<file path="src/rtl/clk_rst_pkg.sv">
// ---------------------------------------------------------------------------
// clk_rst_pkg
// Shared definitions for the clock-enable / reset sequencer:
//   - debug mode encodings driven on clk_rst_ctrl.mode
//   - sequencer state enumeration
//   - mode_to_state(): maps a mode request onto the state it selects
// ---------------------------------------------------------------------------
package clk_rst_pkg;

    localparam logic [1:0] MODE_RUN  = 2'b00;
    localparam logic [1:0] MODE_HALT = 2'b01;
    localparam logic [1:0] MODE_STEP = 2'b10;

    typedef enum logic [1:0] {
        HOLD = 2'b00,
        RUN  = 2'b01,
        HALT = 2'b10,
        STEP = 2'b11
    } state_e;

    // The unused encoding 2'b11 parks the core, the safe choice for debug.
    function automatic state_e mode_to_state(input logic [1:0] mode);
        state_e st;
        case (mode)
            MODE_RUN:  st = RUN;
            MODE_STEP: st = STEP;
            MODE_HALT: st = HALT;
            default:   st = HALT;
        endcase
        return st;
    endfunction

endpackage

</file>
<file path="src/rtl/tick_div.sv">
// ---------------------------------------------------------------------------
// tick_div
// One programmable periodic tick channel. The counter advances only on
// enabled cycles; a tick is produced on the enabled cycle where the count has
// reached (or passed) the divisor, giving a period of div+1 enabled cycles.
// Ports:
//   clock  in   system clock, rising edge
//   reset  in   asynchronous active-low reset
//   clr    in   synchronous clear of the counter and tick
//   en     in   advance enable (core clock enable)
//   div    in   DIV_W-bit divisor
//   tick   out  registered one-cycle tick
// ---------------------------------------------------------------------------
module tick_div #(
    parameter int DIV_W = 8
) (
    input  logic             clock,
    input  logic             reset,
    input  logic             clr,
    input  logic             en,
    input  logic [DIV_W-1:0] div,
    output logic             tick
);

    logic [DIV_W-1:0] cnt_q;
    logic [DIV_W-1:0] cnt_d;
    logic             tick_q;
    logic             tick_d;

    // Next count and tick; >= compare makes a divisor cut below the current
    // count wrap on the next enabled cycle instead of running to overflow.
    always_comb begin
        cnt_d  = cnt_q;
        tick_d = 1'b0;
        if (clr) begin
            cnt_d  = '0;
            tick_d = 1'b0;
        end else if (en) begin
            if (cnt_q >= div) begin
                cnt_d  = '0;
                tick_d = 1'b1;
            end else begin
                cnt_d  = cnt_q + DIV_W'(1);
                tick_d = 1'b0;
            end
        end else begin
            cnt_d  = cnt_q;
            tick_d = 1'b0;
        end
    end

    // Counter and tick registers.
    always_ff @(posedge clock or negedge reset) begin
        if (!reset) begin
            cnt_q  <= '0;
            tick_q <= 1'b0;
        end else begin
            cnt_q  <= cnt_d;
            tick_q <= tick_d;
        end
    end

    assign tick = tick_q;

endmodule

</file>
<file path="src/rtl/clk_rst_ctrl.sv">
// ---------------------------------------------------------------------------
// clk_rst_ctrl
// Clock-enable and reset sequencer between the board clock/reset and the core.
// Synchronises reset release, stretches the core reset for HOLD_CYCLES, then
// provides a run/halt/single-step core enable and NUM_CH periodic ticks.
// Ports:
//   clock         in   system clock, rising edge
//   reset         in   asynchronous active-low reset
//   sw_reset_req  in   synchronous request to re-run the hold sequence
//   mode          in   00 run, 01 halt, 10 step, 11 halt
//   step_req      in   rising edge requests one core_en cycle in step mode
//   div           in   channel i divisor at [i*DIV_W +: DIV_W]
//   rst_out_n     out  core reset, active-low, registered
//   ready         out  sequence complete (state not HOLD), registered
//   core_en       out  core clock enable, registered
//   tick          out  per-channel one-cycle tick, registered
//   cycle_count   out  (only with CYCLE_COUNT_EN) enabled-cycle counter
// Optional feature macro: CYCLE_COUNT_EN
// ---------------------------------------------------------------------------
module clk_rst_ctrl
    import clk_rst_pkg::*;
#(
    parameter int SYNC_STAGES = 2,
    parameter int HOLD_CYCLES = 16,
    parameter int NUM_CH      = 2,
    parameter int DIV_W       = 8
) (
    input  logic                    clock,
    input  logic                    reset,
    input  logic                    sw_reset_req,
    input  logic [1:0]              mode,
    input  logic                    step_req,
    input  logic [NUM_CH*DIV_W-1:0] div,
    output logic                    rst_out_n,
    output logic                    ready,
    output logic                    core_en,
    output logic [NUM_CH-1:0]       tick
`ifdef CYCLE_COUNT_EN
    ,
    output logic [31:0]             cycle_count
`endif
);

    localparam int HOLD_W = (HOLD_CYCLES > 1) ? $clog2(HOLD_CYCLES) : 1;
    localparam logic [HOLD_W-1:0] HOLD_LAST = HOLD_W'(HOLD_CYCLES - 1);

    logic [SYNC_STAGES-1:0] sync_q;
    logic [SYNC_STAGES-1:0] sync_d;
    logic [HOLD_W-1:0]      hold_cnt_q;
    logic [HOLD_W-1:0]      hold_cnt_d;
    state_e                 state_q;
    state_e                 state_d;
    logic                   rst_out_n_q;
    logic                   rst_out_n_d;
    logic                   ready_q;
    logic                   ready_d;
    logic                   core_en_q;
    logic                   core_en_d;
    logic                   step_q;
    logic                   step_d;
    logic                   sync_s;
    logic                   step_rise_s;

    // Reset-release synchroniser: shifts in ones after reset deasserts.
    always_comb begin
        sync_d = {sync_q[SYNC_STAGES-2:0], 1'b1};
    end

    assign sync_s      = sync_q[SYNC_STAGES-1];
    assign step_rise_s = step_req & ~step_q;

    // Sequencer next state, hold counter and registered output values.
    always_comb begin
        state_d    = state_q;
        hold_cnt_d = hold_cnt_q;
        core_en_d  = 1'b0;
        step_d     = step_req;
        case (state_q)
            HOLD: begin
                if (sw_reset_req) begin
                    hold_cnt_d = '0;
                end else if (sync_s) begin
                    if (hold_cnt_q == HOLD_LAST) begin
                        hold_cnt_d = '0;
                        state_d    = mode_to_state(mode);
                    end else begin
                        hold_cnt_d = hold_cnt_q + HOLD_W'(1);
                    end
                end else begin
                    hold_cnt_d = hold_cnt_q;
                end
            end
            RUN, HALT, STEP: begin
                if (sw_reset_req) begin
                    state_d    = HOLD;
                    hold_cnt_d = '0;
                end else begin
                    state_d    = mode_to_state(mode);
                end
            end
            default: begin
                state_d    = HOLD;
                hold_cnt_d = '0;
            end
        endcase

        // A step pulse needs STEP both now and next, so a step edge that
        // coincides with a mode change or a software reset is dropped.
        case (state_d)
            RUN:     core_en_d = 1'b1;
            STEP:    core_en_d = (state_q == STEP) && step_rise_s;
            default: core_en_d = 1'b0;
        endcase

        rst_out_n_d = (state_d != HOLD);
        ready_d     = (state_d != HOLD);
    end

    // Sequencer state and output registers.
    always_ff @(posedge clock or negedge reset) begin
        if (!reset) begin
            sync_q      <= '0;
            hold_cnt_q  <= '0;
            state_q     <= HOLD;
            rst_out_n_q <= 1'b0;
            ready_q     <= 1'b0;
            core_en_q   <= 1'b0;
            step_q      <= 1'b0;
        end else begin
            sync_q      <= sync_d;
            hold_cnt_q  <= hold_cnt_d;
            state_q     <= state_d;
            rst_out_n_q <= rst_out_n_d;
            ready_q     <= ready_d;
            core_en_q   <= core_en_d;
            step_q      <= step_d;
        end
    end

    assign rst_out_n = rst_out_n_q;
    assign ready     = ready_q;
    assign core_en   = core_en_q;

    // Tick channels advance on the registered enable the core actually sees.
    genvar gi;
    generate
        for (gi = 0; gi < NUM_CH; gi++) begin : g_ch
            tick_div #(
                .DIV_W (DIV_W)
            ) u_tick_div (
                .clock (clock),
                .reset (reset),
                .clr   (sw_reset_req),
                .en    (core_en_q),
                .div   (div[gi*DIV_W +: DIV_W]),
                .tick  (tick[gi])
            );
        end
    endgenerate

`ifdef CYCLE_COUNT_EN
    logic [31:0] cyc_q;
    logic [31:0] cyc_d;

    // Enabled-cycle counter; wraps naturally at 2^32.
    always_comb begin
        if (sw_reset_req) begin
            cyc_d = 32'd0;
        end else if (core_en_q) begin
            cyc_d = cyc_q + 32'd1;
        end else begin
            cyc_d = cyc_q;
        end
    end

    // Enabled-cycle counter register.
    always_ff @(posedge clock or negedge reset) begin
        if (!reset) begin
            cyc_q <= 32'd0;
        end else begin
            cyc_q <= cyc_d;
        end
    end

    assign cycle_count = cyc_q;
`endif

endmodule

</file>
<file path="config.mk">
export PLATFORM = sky130hd
export DESIGN_NAME = clk_rst_ctrl
export DESIGN_NICKNAME = d
export VERILOG_FILES = /design/src/rtl/clk_rst_pkg.sv /design/src/rtl/tick_div.sv /design/src/rtl/clk_rst_ctrl.sv
export SDC_FILE = /design/constraint.sdc
export NUM_CORES = 1
export LEC_CHECK = 0
export CAP_MARGIN = 20
export CELL_PAD_IN_SITES_DETAIL_PLACEMENT = 1
export CELL_PAD_IN_SITES_GLOBAL_PLACEMENT = 2
export CORE_UTILIZATION = 37
export DETAILED_ROUTE_END_ITERATION = 12
export GPL_TIMING_DRIVEN = 0
export PLACE_DENSITY_LB_ADDON = 0.1
export RECOVER_POWER = 50
export SETUP_SLACK_MARGIN = 0.2
export SLEW_MARGIN = 5
export SYNTH_ARGS = -nofsm -noshare
export SYNTH_HDL_FRONTEND = slang
export SYNTH_HIERARCHICAL = 1
export SYNTH_SLANG_ARGS = --single-unit
</file>
<file path="constraint.sdc">
create_clock -name clock -period 4.03 [get_ports clock]
set_input_delay 0.806 -clock clock [delete_from_list [all_inputs] [get_ports clock]]
set_output_delay 0.806 -clock clock [all_outputs]
set_load 0.02 [all_outputs]
</file>
==> run summary, run 1 <==
The tools report the number of top-level pins as 27. The post-synthesis async set-or-reset flop share was 100%. The layout cell share with drive strength beyond 1 was 9.00%. The cts-stage hold buffer count was 0; the pin slew with the least headroom to its limit was 893 ps.

Across every metal layer, demand over resource in global routing totals 17.1%. The worst setup path is captured at a flop. The area share of the largest cell type after synthesis came out at 40.2%.

The clock tree buffer depth is 2. Summed over all instances, the cell type with the most area after synthesis is sky130_fd_sc_hd__dfrtp_1. Clock-pin slew was measured on the worst setup and hold paths at 60 ps. The antenna cell count is 0. The run gives 3.02 mm as the HPWL after detailed placement.

Once the clock tree was built, the setup fixing pass inserted 0 buffers. After global routing the overflow that remains totals 0. For the cell count after synthesis, the log shows 176. Among all flip-flop cells after synthesis, the most frequent one is sky130_fd_sc_hd__dfrtp_1. TritonCTS built the clock tree. Data on the critical path arrives at its endpoint at 2820 ps.

TritonCTS buffer count: 5. The max-slew violation count is 0. Measured in cells, the most critical reg-to-reg path has a length of 6.

Clock skew on the completed layout was measured at 5.75 ps. The internal power of the cells totals 0.487 mW. Compared with the post-synthesis result, the final layout area differs by 22.9%. The number of global-route vias before repair came out at 1538.

Standard cell core area: 4690 sq um. The run gives 4230 ps as the critical path required time. The synthesized-area fraction occupied by adder cells works out to 13.2%. The layout filler cell count came out at 545.

The count of vias placed by the detailed router is 1425. Measured against its own limit, the worst slew margin works out to 40.5%. The worst hold path passes through 0 cells. The number of endpoints with negative hold slack in the final report was 0; the number of rows in the core area was 25. After synthesis, the most frequently instantiated cells are sky130_fd_sc_hd__dfrtp_1, sky130_fd_sc_hd__ha_1, sky130_fd_sc_hd__inv_1, sky130_fd_sc_hd__a21oi_1, sky130_fd_sc_hd__nand2_1. Entering global routing, the biggest net connects 18 pins. The first global-routing pass estimated 6.89 mm of wire.

The final clock period utilization by the worst path came out at 64.9%. The number of nets in the synthesized netlist is 217, and the final critical-path setup slack is 1410 ps. After synthesis, the largest family of logic cells by area is compound AO/OA/AOI/OAI gates. For the setup violation total in the final timing report, the log shows 0.

For the count of unique library cells instantiated by Yosys, the log shows 38. Clock root buffer: sky130_fd_sc_hd__clkbuf_8. Yosys mapped a number of flops with a built-in enable equal to 0.

By area the synthesized netlist is led by sky130_fd_sc_hd__dfrtp_1, sky130_fd_sc_hd__ha_1, sky130_fd_sc_hd__inv_1. Of the total power, the share spent switching nets is 27.5%. The routed via count divided by cell count was 5.38.

The die covers 5160 sq um. During synthesis, Yosys emitted a total of 6 warnings. The number of gates given a new drive strength after cts was 0; the violation count after the first detailed-routing iteration was 25. The share of the synthesized area in compound gates (AO/OA/AOI/OAI) works out to 18.7%. The pre-antenna-repair detailed-routing pass consisted of 5 iterations. The tool flagged a number of max-cap violations equal to 0. The path class of the lowest-slack min-delay path was flop to flop. The category of the critical setup timing path is input pin to flop. Measured on the finished design, the core utilization comes to 47.3%. Combinational logic is responsible for 18.9% of the overall power.

By instance count, the leading cell after synthesis is sky130_fd_sc_hd__dfrtp_1. The multiplexer fraction of the synthesized cell area is 2.36%, and the time the worst path needs with I/O delays and setup is 2620 ps. Overall die height: 71.8 um.

The H-tree was split into 2 levels. The run gives 38.5% as the initial core utilization. In this run the power density over the cells is 303 nW/um^2.

VDD sags by at most 0.000222 V. For the number of sinks driven by the clock tree, the log shows 29. The run gives 33.6% as the clock network fraction of design power. The synthesized area per cell is 10.3 sq um, and the area of the mapped netlist is 1800 sq um. The tools report the fraction of the yosys area taken by sequential cells as 40.2%.

Setup repair after global routing left no endpoint under its margin. The count of buffers inserted at the top-level ports is 26. Startpoint type of the worst setup path: an input pin. For this run, design rule violations remaining after detail routing come to 0. In this run, flip-flops and latches consume 47.5% of the power. Based on the critical path, the design can be clocked at up to 382 MHz.

Once detail routing completed, the nets flagged for antenna violations numbered 0. Of the total synthesized cell area, the portion taken by XOR and XNOR cells is 1.94%. Timing analysis after detailed placement gives a worst setup slack of 1130 ps. The largest fanout on the critical path was 6. For the net count reported at finish, the log shows 251. The clock reaches the later pin of the worst-skew pair after 270 ps.

Summing the areas of all and, or, nand and nor instances in the mapped netlist gives 18.3% of the synthesized area. In this run the horizontal extent of the chip is 71.8 um. The run finished with clean final reports. Initial antenna violation count: 0.

The average routed wire per standard cell works out to 14.6 um. After synthesis the netlist holds a flip-flop and latch count of 29. At the end of routability-driven placement, the weighted congestion stood at 0.746. Setup total negative slack on the finished layout was measured at 0 ps.

The logs give 1.10 nW for the static leakage and 0.184 mW for the total net switching power. Wires add up to 3.87 mm.
-- logic make-up after synthesis --
logic type | after synthesis
multiplexers | 4
other | 1
flip-flops | 29
XOR/XNOR | 4
AO/OA/AOI/OAI | 41
adder cells (fa/ha/maj) | 19
AND/OR/NAND/NOR | 55
buffers and inverters | 23
-- critical path: stages --
cell and delay, ps:
sky130_fd_sc_hd__clkdlybuf4s50_1 450, sky130_fd_sc_hd__inv_1 40, sky130_fd_sc_hd__ha_1 270, sky130_fd_sc_hd__or3_1 350, sky130_fd_sc_hd__a21oi_1 300, sky130_fd_sc_hd__o311ai_4 200, sky130_fd_sc_hd__nor2_2 230, sky130_fd_sc_hd__a22o_1 160
-- worst paths after layout --
check,startpoint,to,slack (ps)
max reg2reg,g_ch[0].u_tick_div/cnt_q[2],g_ch[0].u_tick_div/cnt_q[3],1990
min,sync_q[0],sync_q[1],350
min reg2reg,sync_q[0],sync_q[1],350
max,div[2],g_ch[0].u_tick_div/cnt_q[3],1410
max in group asynchronous,reset,g_ch[1].u_tick_div/cnt_q[0],1820
min in group asynchronous,reset,hold_cnt_q[1],990
-- metal layers --
layer | track usage (%) | share of wire, % | wire length, um
met1 | 21.4 | 46 | 1780
met2 | 30.2 | 51 | 1990
met3 | 3.80 | 2.2 | 84
met4 | 3.92 | 0.44 | 17
met5 | 0 | 0 | 0
-- per-stage QoR --
stage | instance area, sq um | hold WS (ps) | power, mW | cells
global placement | 2130 | 333 | 0.444 | 256
floorplan | 1800 | 331 | 0.403 | 176
global route | 2220 | 380 | 0.715 | 265
finish | 2220 | 353 | 0.671 | 265
detailed placement | 2160 | 344 | 0.457 | 257
CTS | 2240 | 359 | 0.688 | 265
-- registers in the layout (all words and copies together), names as in the netlist --
register               count
core_en                    1
ready                      1
step_q                     1
g_ch.u_tick_div/tick       2
hold_cnt_q                 4
g_ch.u_tick_div/cnt_q     16
sync_q                     2
state_q                    2
-- area by class of cell --
cell class	count	area (sq um)	share of cell area (%)
Buffer	4	18.8	0.846
Multi-Input combinational cell	124	987	44.5
Sequential cell	29	726	32.7
Timing Repair Buffer	27	264	11.9
Inverter	19	71.3	3.22
Tap cell	54	67.6	3.05
Clock buffer	6	72.6	3.27
Clock inverter	2	10.0	0.451
-- cell usage in the layout (no fill, tap or decap), types with 5 or more instances in the layout --
| cell type | n |
|---|---|
| sky130_fd_sc_hd__a22o_1 | 6 |
| sky130_fd_sc_hd__a21oi_1 | 9 |
| sky130_fd_sc_hd__and3_1 | 6 |
| sky130_fd_sc_hd__inv_1 | 19 |
| sky130_fd_sc_hd__nor2b_1 | 7 |
| sky130_fd_sc_hd__nand2_1 | 8 |
| sky130_fd_sc_hd__nor2_1 | 5 |
| sky130_fd_sc_hd__ha_1 | 19 |
| sky130_fd_sc_hd__o22ai_1 | 6 |
| sky130_fd_sc_hd__clkbuf_1 | 5 |
| sky130_fd_sc_hd__nand3_1 | 7 |
| sky130_fd_sc_hd__dfrtp_1 | 29 |
| sky130_fd_sc_hd__clkbuf_8 | 5 |
| sky130_fd_sc_hd__clkdlybuf4s50_1 | 23 |
-- power by group through the flow --
stage | Clock (mW) | Sequential (mW) | Combinational (mW)
after floorplan | 0 | 0.320 | 0.0832
after global placement | 0 | 0.323 | 0.121
after detailed placement | 0 | 0.324 | 0.132
after CTS | 0.236 | 0.319 | 0.133
after global routing | 0.249 | 0.321 | 0.144
final | 0.225 | 0.319 | 0.127
No activity file was read; power rests on OpenSTA's default activity.
==> inputs of run 2 (changes only) <==
--- a/config.mk
+++ b/config.mk
@@ -8,7 +8,7 @@
 export CAP_MARGIN = 20
 export CELL_PAD_IN_SITES_DETAIL_PLACEMENT = 1
 export CELL_PAD_IN_SITES_GLOBAL_PLACEMENT = 2
-export CORE_UTILIZATION = 37
+export CORE_UTILIZATION = 31
 export DETAILED_ROUTE_END_ITERATION = 12
 export GPL_TIMING_DRIVEN = 0
 export PLACE_DENSITY_LB_ADDON = 0.1
==> constraint.sdc (replaced) <==
create_clock -name clock -period 2.3 [get_ports clock]
set_input_delay 0.46 -clock clock [delete_from_list [all_inputs] [get_ports clock]]
set_output_delay 0.46 -clock clock [all_outputs]
set_load 0.02 [all_outputs]
==> run 2 against run 1 <==
Largest power group unchanged. Cell count rose by 8.3%. Die area rose by 19%. Clock skew fell by 2.8 ps. Combinational power rose by 120%. Hold slack got worse by 1.9 ps. Design area rose by 11%. Total power rose by 110%. First-iteration DRC count rose by 110%. Sequential power rose by 76%. Utilization fell by 3.0 points. The run now ends with capacitance limit, slew limit left.
==> run summary, run 2 (synthesis results as in run 1) <==
The run finished, with violations left. The checks that failed: capacitance limit, slew limit. The power density over the cells is 564 nW/um^2 (+86%). The run gives 29 (unchanged) as the number of sinks driven by the clock tree. Count of buffers inserted at the top-level ports: 26 (unchanged). The max-slew violation count came out at 30 (+30). STA classifies the critical path startpoint as an input pin. The run gives 0.000344 V (+55%) as the maximum vdd ir drop. The library cells used most frequently in the layout, excluding fill and tap cells, are sky130_fd_sc_hd__dfrtp_1, sky130_fd_sc_hd__inv_1, sky130_fd_sc_hd__clkdlybuf4s50_1. The final setup skew is 2.95 ps (-2.80 ps), and the routed via count divided by cell count is 5.02 (-6.6%). The post-layout total power is 1.39 mW (+110%), and the initial antenna violation count is 0 (unchanged). Number of top-level pins: 27 (unchanged).

The endpoint identified for the worst register-to-register timing path is g_ch[1].u_tick_div/cnt_q[2]. The number of endpoints with negative hold slack in the final report is 0 (unchanged). The wire length of the first global-routing pass is 7.28 mm (+5.6%), and the flip-flop count of the largest register after layout is 16 (unchanged). The library cell used most frequently in the layout, excluding fill and tap cells, is sky130_fd_sc_hd__dfrtp_1. The tightest min-delay check is of the flop to flop type.

The critical path ends at g_ch[0].u_tick_div/cnt_q[5]. The endpoint arrival time on the critical path is 2250 ps (-570 ps), and the routability-driven placement congestion ratio is 0.725 (-2.8%). Fraction of power consumed by combinational cells: 19.9% (+1.0 points). STA classifies the critical path endpoint as a flop. The run gives 280 ps (-1710 ps) as the setup slack on the worst flop-to-flop path. The detailed-routing iteration count for the pre-antenna-repair pass was 4 (-1); the critical path required time was 2460 ps (-1770 ps). The first element of the critical path was div[7]. The run gives 0 (unchanged) as the remaining global-route overflow. The largest fanout on the critical path was 4 (-2).

Setup repair after global routing left no endpoint under its margin. The final clock period utilization by the worst path is 90.7%. The count of vias placed by the detailed router is 1442 (+1.2%).

The clock latency at the later pin of the worst-skew pair was 270 ps (about the same); the cell area after placement was 2150 sq um (-0.46%). The largest net degree at the start of global routing is 30 (+12). For the worst relative slew slack, the log shows -5.10% (-46 points).

The switching power share of the total was 26.1% (-1.4 points). The net count reported at finish is 255 (+1.6%), and the final standard cell area without fillers is 2460 sq um (+11%). The run gives 1 (+1) as the count of max-cap constraint violations. The overall die height works out to 78.3 um (+9.0%). The TritonCTS buffer count was 5 (unchanged); the cell internal power dissipation was 1.03 mW (+110%). For the violation count after the first detailed-routing iteration, the log shows 52 (+110%). For the standard cell core area, the log shows 5570 sq um (+19%).

The cts-stage hold buffer count was 0 (unchanged). For the overall track demand over capacity in global routing, the log shows 15.2% (-2.0 points). The HPWL after detailed placement is 3.17 mm (+4.9%). Beginning of the worst register-to-register path: g_ch[1].u_tick_div/cnt_q[2].

For the routed wire length, the log shows 4.30 mm (+11%). Layout cell share with drive strength beyond 1: 25.1% (+16 points). The logs give 609 (+12%) for the layout filler cell count and 0 (unchanged) for the antenna cell count. The tools report the level count of the clock H-tree as 2 (unchanged). The worst path needs 2090 ps of the cycle, external delays included. Final antenna-violating net count: 0 (unchanged). The run gives 2 (unchanged) as the clock tree buffer depth. The initial core utilization came out at 32.4% (-6.1 points). The area added between synthesis and finish came out at 36.6%.

The register with the most flip-flops is g_ch.u_tick_div/cnt_q. The setup violation total in the final timing report came out at 0 (unchanged). Pin slew with the least headroom to its limit: 1580 ps (+683 ps). The run gives 0.362 mW (+96%) as the total net switching power. The tools report the number of DRC violations after detailed routing as 0 (unchanged).

The die width was 78.3 um (+9.0%); the static leakage was 1.17 nW (+5.9%). Path depth of the worst reg2reg path: 6 (unchanged). In this run the clock root is driven by a sky130_fd_sc_hd__clkbuf_8. The die area is 6130 sq um (+19%). The run gives 1547 (+0.59%) as the number of global-route vias before repair. The clock network fraction of design power came out at 39.7% (+6.1 points). Worst hold slack after final layout: 351 ps (-1.88 ps). The largest registers in the layout are g_ch.u_tick_div/cnt_q: 16 flops, hold_cnt_q: 4 flops. Number of rows in the core area: 27 (+8.0%). For this run, the top clock speed supported by timing is 479 MHz.

The clock transition at the registers of the reported paths was 60 ps (about the same). TritonCTS built the clock tree. The fraction of power consumed by sequential logic was 40.4% (-7.1 points); the average routed wire per standard cell was 15.0 um (+2.7%).

The setup path with the least slack is of type input pin to flop.
-- run 2: worst min-delay path by stage --
stage                endpoint  slack [ps]  cells past startpoint       from
floorplan             core_en         160                      0      reset
global placement    sync_q[1]         330                      0  sync_q[0]
detailed placement  sync_q[1]         340                      0  sync_q[0]
CTS                     ready         230                      1      reset
global route        sync_q[1]         370                      0  sync_q[0]
finish              sync_q[1]         350                      0  sync_q[0]
-- run 2: per-stage QoR --
step | worst slack, ps | setup TNS [ps] | std cells | util (%)
3_3_place_gp | -183 | -2180 | 274 | 38.7
6_report | 214 | 0 | 287 | 44.2
3_5_place_dp | -315 | -4200 | 274 | 38.6
5_1_grt | 165 | 0 | 287 | 44.2
4_1_cts | 155 | 0 | 283 | 41.8
2_1_floorplan | 423 | 0 | 176 | -
-- run 2: metal layers --
layer / vias up / global-route usage (%) / wire length (um)
met5: - / 0 / 0
met2: 18 / 25.9 / 2190
met4: 0 / 4.07 / 31
met1: 710 / 19.2 / 1980
met3: 5 / 3.37 / 99
li1: 709 / - / -
-- run 2: area by class of cell --
class                   instances  area (sq um)  area share (%)
inverters                      19          71.3            2.89
clock buffers                   6          82.6            3.35
clock inverters                 2          37.5            1.52
multi-input cells             124          1140            46.4
well taps                      72          90.1            3.65
flip-flops and latches         29           729            29.6
plain buffers                   4          20.0           0.812
repair buffers                 31           289            11.7
-- run 2: worst max-delay path, cell delays in order --
cell and delay, ps:
sky130_fd_sc_hd__clkdlybuf4s50_1 470, sky130_fd_sc_hd__inv_1 60, sky130_fd_sc_hd__ha_4 280, sky130_fd_sc_hd__nand3_2 110, sky130_fd_sc_hd__o311ai_4 380, sky130_fd_sc_hd__buf_4 180, sky130_fd_sc_hd__o22ai_1 50, sky130_fd_sc_hd__a22o_1 240
-- run 2: repair_timing --
item / CTS / global route
setup endpoints to repair: 17 / 14
setup buffers: 1 / 4
pin swaps: 14 / 10
gates resized for setup: 22 / 18
-- run 2: power by group through the flow --
stage          logic (mW)  registers, mW  clock network (mW)
2_1_floorplan       0.146          0.561                   0
3_3_place_gp        0.214          0.567                   0
3_5_place_dp        0.227          0.569                   0
4_1_cts             0.241          0.559               0.568
5_1_grt             0.304          0.566               0.598
6_report            0.276          0.562               0.552
==> RTL edit (flow settings as in run 2) <==
Build with the macro `CYCLE_COUNT_EN` defined.
--- a/src/rtl/clk_rst_ctrl.sv
+++ b/src/rtl/clk_rst_ctrl.sv
@@ -18,4 +18,6 @@
 // Optional feature macro: CYCLE_COUNT_EN
 // ---------------------------------------------------------------------------
+`define CYCLE_COUNT_EN
+
 module clk_rst_ctrl
     import clk_rst_pkg::*;
Behaviour (old outputs only; new: cycle_count): unchanged (equiv_simple and equiv_induct, registers matched by name and starting in step).
==> RTL edit against run 2 <==
The run still ends with capacitance limit, slew limit left. Wire length is 120% higher. Global-route usage grew 2.6 points. Clock power increased by 88%. Setup slack worse by 0.023 ns. Sequential cell count increased by 32. Sequential power rose by 99%. Synthesized cell count grew 99%. Register-to-register slack lost 0.08 ns. Critical path depth down 1. Total power grew 75%. Combinational power down 1%. Design area grew 90%. Area after synthesis increased by 93%. Critical endpoint is now cycle_count[16]$_DFFE_PN0P_. Largest power group unchanged.
==> RTL edit: results (changes against run 2) <==
metric,value,unit,change
drt-initial-drc-count,82,,+58%
grt_usage,17.8,%,+2.6 points
pwr-share-comb,11.2,%,-8.7 points
first_global_vias,3236,,+110%
synth_xor_area_share,3.78,%,+1.8 points
cp_slowest_cell,or3_1,,
gp_congestion,0.718,,-0.95%
avgRoutedWirePerCell,16.4,um,+9.1%
dp_slack,-0.689,ns,-0.374 ns
synthAdderAreaFrac,7.20,%,-6.0 points
synth_seq_cells,61,,+110%
synth_mux_area_share,2.09,%,-0.27 points
layout.cells.non_filler,577,,+100%
largest_reg_flops,32,,+16
numPortBuffers,58,,+120%
drive_gt1_share,19.5,%,-5.7 points
whs,0.355,ns,+0.00425 ns
status,finished with violations,,
synth.distinct_cells,48,,+26%
nClkBuffers,11,,+5
cp_slowest_stage_delay,0.41,ns,-0.06 ns
pg_clk,1.04,mW,+88%
violations,"capacitance limit, slew limit",,
yosys-top-cells-count,"dfrtp_1, a21oi_1, nor2_1, inv_1, ha_1",,
p_leak,2.00,nW,+71%
multi_input_area_share,40.9,%,-5.5 points
nets,474,,+86%
insertion_delay,0.35,ns,+0.08 ns
area_growth,34.8,%,
worstReg2RegStart,cycle_count[0]$_DFFE_PN0P_,,
power.internal,1.82,mW,+77%
synth.net_count,392,,+81%
grt_pass1_wl,16100,um,+120%
report.final.slew_viol_count,62,,+110%
rr_endpoint,cycle_count[16]$_DFFE_PN0P_,,
dp_hpwl,6310,um,+99%
buf_share,16.3,%,+3.8 points
cap_violations,1,,unchanged
critical-path-top-delay-family,simple AND/OR/NAND/NOR gates,,
inv_count,21,,+2
netlist_instances,350,,+99%
seq_share,32.9,%,+3.3 points
power_density,519,nW/um2,-7.9%
h-tree-depth,3,,+1
via_count,3026,,+110%
synth_area_leaders,"dfrtp_1, ha_1, a21oi_1",,
slew_headroom,-7.86,%,-2.8 points
fin_skew,0.0134,ns,+0.0104 ns
[RTL edit: cell count changes after synthesis, moves of 4 or more]
cell / run 2 / this run
nand3_1: 7 / 11
o31ai_1: 2 / 17
nor2_1: 5 / 23
xnor2_1: 2 / 7
or3_1: 4 / 11
xor2_1: 2 / 8
or4_1: 0 / 17
nand2_1: 8 / 17
clkbuf_1: 2 / 7
dfrtp_1: 29 / 61
a21oi_1: 9 / 26
o21ai_0: 3 / 8
nand4_1: 1 / 10
[RTL edit: worst reg2reg max path, stage by stage, from the launching register on]
cell	delay [ns]
dfrtp_2	0.43
ha_4	0.15
o2111ai_1	0.17
or3_1	0.41
clkbuf_4	0.19
buf_6	0.16
or3_1	0.36
a21oi_2	0.15
[RTL edit: worst max-delay path by stage]
stage	start	endpoint	slack, ns
after floorplan	core_en$_DFF_PN0_	cycle_count[16]$_DFFE_PN0P_	0.21
after global placement	reset	cycle_count[1]$_DFFE_PN0P_	-1.79
after detailed placement	sw_reset_req	cycle_count[16]$_DFFE_PN0P_	-0.69
after CTS	sw_reset_req	cycle_count[16]$_DFFE_PN0P_	0.20
after global routing	sw_reset_req	cycle_count[16]$_DFFE_PN0P_	0.11
final	sw_reset_req	cycle_count[16]$_DFFE_PN0P_	0.19
[RTL edit: routing by layer]
| layer | share of wire (%) | global-route usage (%) |
|---|---|---|
| met1 | 48 | 23.3 |
| met2 | 48 | 29.3 |
| met3 | 2.5 | 3.39 |
| met4 | 1.1 | 5.87 |
| met5 | 0 | 0 |
[RTL edit: repair_timing]
item / 4_1_cts / 5_1_grt
hold endpoints to repair: 0 / 0
resized for setup: 21 / 39
setup endpoints to repair: 30 / 29
buffers inserted: 8 / 5
pin swaps: 4 / 15
